**config.mk**
```make
export PLATFORM = sky130hd
export DESIGN_NAME = big_fifo_ctrl
export DESIGN_NICKNAME = d
export VERILOG_FILES = /design/src/rtl/big_fifo_pkg.sv /design/src/rtl/big_fifo_out_buf.sv /design/src/rtl/big_fifo_ctrl.sv
export SDC_FILE = /design/constraint.sdc
export NUM_CORES = 1
export LEC_CHECK = 0
export ABC_AREA = 1
export ABC_CLOCK_PERIOD_IN_PS = 4130
export CAP_MARGIN = 20
export CORE_ASPECT_RATIO = 2
export CORE_MARGIN = 2
export CORE_UTILIZATION = 50
export CTS_BUF_LIST = sky130_fd_sc_hd__clkbuf_4 sky130_fd_sc_hd__clkbuf_8
export DETAILED_ROUTE_END_ITERATION = 8
export GPL_TIMING_DRIVEN = 0
export MAX_ROUTING_LAYER = met4
export PLACE_DENSITY_LB_ADDON = 0.3
export SYNTH_ARGS = -nofsm -noshare
export SYNTH_HDL_FRONTEND = slang
export SYNTH_SLANG_ARGS = --single-unit
```
**constraint.sdc**
```tcl
create_clock -name clk -period 4.13 [get_ports clk]
set_input_delay 0.6195 -clock clk [delete_from_list [all_inputs] [get_ports clk]]
set_output_delay 0.6195 -clock clk [all_outputs]
set_load 0.1 [all_outputs]
```
**src/rtl/big_fifo_pkg.sv**
```systemverilog
// Shared types and constants for the big sample-RAM FIFO controller.
// Optional watermark output is enabled with BIG_FIFO_WATERMARK_EN.
package big_fifo_pkg;

   localparam int DATA_WIDTH     = 16;
   localparam int DEF_ADDR_WIDTH = 23;

   typedef enum logic {
      ARB_WRITE_PRI = 1'b0,
      ARB_READ_PRI  = 1'b1
   } arb_state_e;

endpackage

```
**src/rtl/big_fifo_out_buf.sv**
```systemverilog
// Two-entry in-order output buffer fed from the memory read port.
// Entry 0 is always the head; head_data reads as zero while empty.
module big_fifo_out_buf
   import big_fifo_pkg::*;
(
   input  logic                  clk,
   input  logic                  reset_n,
   input  logic                  push,
   input  logic [DATA_WIDTH-1:0] push_data,
   input  logic                  pop,
   output logic [DATA_WIDTH-1:0] head_data,
   output logic                  head_valid,
   output logic [1:0]            count
);

   logic [1:0]            count_q, count_d;
   logic [DATA_WIDTH-1:0] ent0_q, ent0_d;
   logic [DATA_WIDTH-1:0] ent1_q, ent1_d;

   always_comb begin
      count_d = count_q;
      ent0_d  = ent0_q;
      ent1_d  = ent1_q;
      case ({push, pop})
         2'b10: begin
            if (count_q == 2'd0) ent0_d = push_data;
            else                 ent1_d = push_data;
            count_d = count_q + 2'd1;
         end
         2'b01: begin
            ent0_d  = ent1_q;
            count_d = count_q - 2'd1;
         end
         2'b11: begin
            // Occupancy unchanged: the new word lands behind whatever survives the pop.
            if (count_q == 2'd1) begin
               ent0_d = push_data;
            end else begin
               ent0_d = ent1_q;
               ent1_d = push_data;
            end
         end
         default: ;
      endcase
   end

   always_ff @(posedge clk or negedge reset_n) begin
      if (!reset_n) count_q <= 2'd0;
      else          count_q <= count_d;
   end

   always_ff @(posedge clk) begin
      ent0_q <= ent0_d;
      ent1_q <= ent1_d;
   end

   assign head_valid = (count_q != 2'd0);
   assign head_data  = head_valid ? ent0_q : '0;
   assign count      = count_q;

endmodule

```
**src/rtl/big_fifo_ctrl.sv**
```systemverilog
// Streams 16-bit samples through a single-port sync-read RAM as a FIFO.
// Define BIG_FIFO_WATERMARK_EN to add the registered half_full output.
module big_fifo_ctrl
   import big_fifo_pkg::*;
#(
   parameter int ADDR_WIDTH = DEF_ADDR_WIDTH
) (
   input  logic                  clk,
   input  logic                  reset_n,
   input  logic [DATA_WIDTH-1:0] in_data,
   input  logic                  in_valid,
   output logic                  in_ready,
   output logic [DATA_WIDTH-1:0] out_data,
   output logic                  out_valid,
   input  logic                  out_ready,
   output logic [ADDR_WIDTH:0]   level,
   output logic                  mem_we,
   output logic [ADDR_WIDTH-1:0] mem_addr,
   output logic [DATA_WIDTH-1:0] mem_din,
   input  logic [DATA_WIDTH-1:0] mem_dout
`ifdef BIG_FIFO_WATERMARK_EN
   ,
   output logic                  half_full
`endif
);

   localparam logic [ADDR_WIDTH:0] DEPTH_L = {1'b1, {ADDR_WIDTH{1'b0}}};
   localparam logic [ADDR_WIDTH:0] PTR_ONE = {{ADDR_WIDTH{1'b0}}, 1'b1};

   logic                  hold_valid_q, hold_valid_d;
   logic [DATA_WIDTH-1:0] hold_data_q, hold_data_d;
   logic [ADDR_WIDTH:0]   wr_ptr_q, wr_ptr_d;
   logic [ADDR_WIDTH:0]   rd_ptr_q, rd_ptr_d;
   logic [ADDR_WIDTH-1:0] addr_q, addr_d;
   logic                  inflight_q, inflight_d;
   arb_state_e            arb_q, arb_d;

   logic                  empty, full, in_fire;
   logic                  want_wr, want_rd, grant_wr, grant_rd;
   logic [1:0]            out_count;

   assign level     = wr_ptr_q - rd_ptr_q;
   assign empty     = (level == '0);
   assign full      = (level == DEPTH_L);
   assign in_ready  = !hold_valid_q;
   assign in_fire   = in_valid & !hold_valid_q;

   // A read is only issued if its returning word is guaranteed a buffer slot.
   assign want_wr   = hold_valid_q & !full;
   assign want_rd   = !empty & ((out_count + {1'b0, inflight_q}) < 2'd2);
   assign grant_wr  = want_wr & (!want_rd | (arb_q == ARB_WRITE_PRI));
   assign grant_rd  = want_rd & !grant_wr;

   always_comb begin
      hold_valid_d = hold_valid_q;
      hold_data_d  = hold_data_q;
      wr_ptr_d     = wr_ptr_q;
      rd_ptr_d     = rd_ptr_q;
      addr_d       = addr_q;
      arb_d        = arb_q;
      inflight_d   = grant_rd;

      if (in_fire) begin
         hold_valid_d = 1'b1;
         hold_data_d  = in_data;
      end
      if (grant_wr) begin
         hold_valid_d = 1'b0;
         wr_ptr_d     = wr_ptr_q + PTR_ONE;
         addr_d       = wr_ptr_q[ADDR_WIDTH-1:0];
      end
      if (grant_rd) begin
         rd_ptr_d = rd_ptr_q + PTR_ONE;
         addr_d   = rd_ptr_q[ADDR_WIDTH-1:0];
      end
      if (want_wr && want_rd) begin
         arb_d = (arb_q == ARB_WRITE_PRI) ? ARB_READ_PRI : ARB_WRITE_PRI;
      end
   end

   always_ff @(posedge clk or negedge reset_n) begin
      if (!reset_n) begin
         hold_valid_q <= 1'b0;
         wr_ptr_q     <= '0;
         rd_ptr_q     <= '0;
         addr_q       <= '0;
         inflight_q   <= 1'b0;
         arb_q        <= ARB_READ_PRI;
      end else begin
         hold_valid_q <= hold_valid_d;
         wr_ptr_q     <= wr_ptr_d;
         rd_ptr_q     <= rd_ptr_d;
         addr_q       <= addr_d;
         inflight_q   <= inflight_d;
         arb_q        <= arb_d;
      end
   end

   always_ff @(posedge clk) begin
      hold_data_q <= hold_data_d;
   end

   // Idle cycles keep the previous address on the bus.
   assign mem_we   = grant_wr;
   assign mem_addr = addr_d;
   assign mem_din  = grant_wr ? hold_data_q : '0;

   big_fifo_out_buf u_out_buf (
      .clk        (clk),
      .reset_n    (reset_n),
      .push       (inflight_q),
      .push_data  (mem_dout),
      .pop        (out_valid & out_ready),
      .head_data  (out_data),
      .head_valid (out_valid),
      .count      (out_count)
   );

`ifdef BIG_FIFO_WATERMARK_EN
   localparam logic [ADDR_WIDTH:0] HALF_L = {2'b01, {(ADDR_WIDTH-1){1'b0}}};

   logic half_full_q, half_full_d;

   assign half_full_d = (level >= HALF_L);

   always_ff @(posedge clk or negedge reset_n) begin
      if (!reset_n) half_full_q <= 1'b0;
      else          half_full_q <= half_full_d;
   end

   assign half_full = half_full_q;
`endif

endmodule

```
==> flow_summary.toml <==
[detailed_routing]
drtIter0Drc = 721
dr_total_vias = 8793
ant_nets = 0
remaining_drc_errors = 0
wl_per_cell_um = 18.0
totalWireLength_um = 29300
via_per_inst = 5.41
dr.pass1.iters = 6

[clock_network]
cts_sinks = 124
clk_pin_slew_ps = 80
postCtsHoldBufs = 0
insertion_delay_ps = 440
clock_path_buffers = 2
htree_num_levels = 4
cts-root-buf = "clkbuf_8"
cts_tree = "built"
cts_buffers = 17

[die]
io_pins = 118
initial_utilization = 0.506
die_w_um = 97.0
core_sq_um = 17100
rows = 68
die_area_sq_um = 18400
fp.dieH_um = 190

[place]
hpwlAfterDp_um = 20200
io_buffers = 117
dp_cells = 1551
place.gp.congestion = 0.978

[global_routing]
overflow = 0
grt_pass1_vias = 8174
grt_max_degree = 48
grt_usage = 0.304
grt_pass1_wl_um = 43000
antenna_found_initial = 0

[sta]
setup_slack_ps = -217
setup_violations = 40
relSlewSlack = 0.304
finClkSkew_ps = 15.0
finalHoldViolations = 0
tightest_slew_ps = 1040
fmax_ghz = 0.230
whs_ps = 113
period_needed_ps = 4350
rsz0062_at_grt = "yes"
period_share = 1.05
drv_slew = 0

[critical_path]
path_class = "reg2out"
crit_fanout = 8
arrival_ps = 3730
endpoint_kind = "output port"
cp-start-kind = "register"
crit_required_ps = 3510

[yosys]
synth_area_sq_um = 8650
synth_area_leader_cell = "dfrtp_1"
ys_seq_area_frac = 0.387
synth_most_common_cell = "nand2_1"
synthArstFlopShare = 0.613
synth_cell_types = 34
synth_top_cell_area_share = 0.217
synth_commonest_cells = "nand2_1, inv_1, nand3_1, nor2_1, dfrtp_1"
ys.flop_type = "dfrtp_1"
synth_cells = 1221
synth-seq-cells = 124
synth.area.top_cells = "dfrtp_1, edfxtp_1, nand2_1"
yosys_warnings = 0
synth_edf_count = 48
postSynthAreaPerCell_sq_um = 7.08
syn-num-nets = 1288

[cells_and_area]
area_delta_synth_final_pct = 42.5
nets = 1469
drive_gt1_frac = 0.226
post-route-util = 0.721
fin_cells = 1624
insertedDiodeCount = 0

[run]
drv_cap = 0

[worst_hold_path]
hp-class = "in2async"

[status]
status = "finished with violations"
violations = "negative setup slack"
layout make-up:
class	instances	area, sq um
multi-input combinational	835	5080
fill	1308	4780
sequential	124	3380
timing repair buffer	163	2030
inverter	229	876
buffer	32	312
tap	210	263
clock buffer	18	241
clock inverter	13	144
critical path: stages, from the launching register on:
cell and delay, ps:
dfrtp_2 470, ha_4 190, fa_2 400, nand3b_1 210, nand2_2 140, nand2_2 90
nand2_2 90, nand3_2 100, nand2_1 90, nand2_1 70, nand2_2 110, clkinvlp_4 130
nor2_4 130, nand3_4 160, nand3_4 160, nand2_8 110, buf_12 170, buf_12 150
nor2_4 140, buf_12 180
path summary, 6_finish.rpt:
check                      cells past startpoint                  to  slack (ps)                from
max                                           19          mem_din[3]        -220         rd_ptr_q[0]
min                                            1        wr_ptr_q[23]         110             reset_n
max reg2reg                                   21        wr_ptr_q[16]         600         rd_ptr_q[0]
min reg2reg                                    2  u_out_buf.count[1]         500  u_out_buf.count[1]
max in group asynchronous                      2         rd_ptr_q[8]        3390             reset_n
min in group clk                               2  u_out_buf.count[1]         500  u_out_buf.count[1]
repair_timing:
action | CTS | global route
pin swaps | 13 | 44
cloned | 0 | 4
setup buffers | 10 | 29
resized for setup | 415 | 101
endpoints found under the setup margin | 53 | 48
layout by cell type, fill, tap and decap left out, drive strengths merged:
cell | synthesis | routed
xor2 | 31 | 31
and2 | 2 | 2
o21bai | 1 | 1
dfrtp | 75 | 75
buf | 28 | 108
dlygate4sd2 | 0 | 1
or2 | 1 | 1
dfstp | 1 | 1
bufinv | 0 | 2
inv | 227 | 227
nor4 | 12 | 12
clkbuf | 5 | 29
clkinv | 2 | 11
nor3 | 17 | 17
clkdlybuf4s50 | 0 | 69
edfxtp | 48 | 48
dlymetal6s2s | 0 | 6
nand3b | 8 | 8
nor2 | 103 | 103
ha | 30 | 30
nand2 | 381 | 381
clkinvlp | 0 | 2
a21oi | 15 | 15
o21ai | 49 | 49
nand3 | 144 | 144
fa | 1 | 1
nand4 | 22 | 22
xnor2 | 18 | 18
logic make-up after synthesis:
logic type      synth area share
buf+inv                    0.126
simple gates               0.353
flops                      0.387
compound gates            0.0383
xor+xnor                  0.0496
fa+ha+maj                 0.0457
flip-flops by register name, indices dropped and copies added (netlist names):
| name | cells |
|---|---|
| rd_ptr_q | 24 |
| hold_valid_q | 1 |
| wr_ptr_q | 24 |
| arb_q | 1 |
| u_out_buf.ent0_q | 16 |
| inflight_q | 1 |
| u_out_buf.ent1_q | 16 |
| hold_data_q | 16 |
| u_out_buf.count | 2 |
| addr_q | 23 |
layer usage:
metal / GRT usage / part of all wire
met1: 0.355 / 0.38
met2: 0.517 / 0.51
met3: 0.0445 / 0.048
met4: 0.137 / 0.060
met5: - / 0
per-stage QoR:
step                      setup WS [ps]  instance area, sq um  TNS [ps]
after CTS                          -183                 11600     -6670
after global placement            -1270                 10500    -64080
final                              -217                 12300     -6430
after global routing               -396                 12300    -13090
after detailed placement          -1270                 10500    -43990
after floorplan                   -75.8                  9020      -881
Power is left out: the tool's default activity adds up to more than one toggle a clock period on the data nets, which glitch-free logic cannot reach.
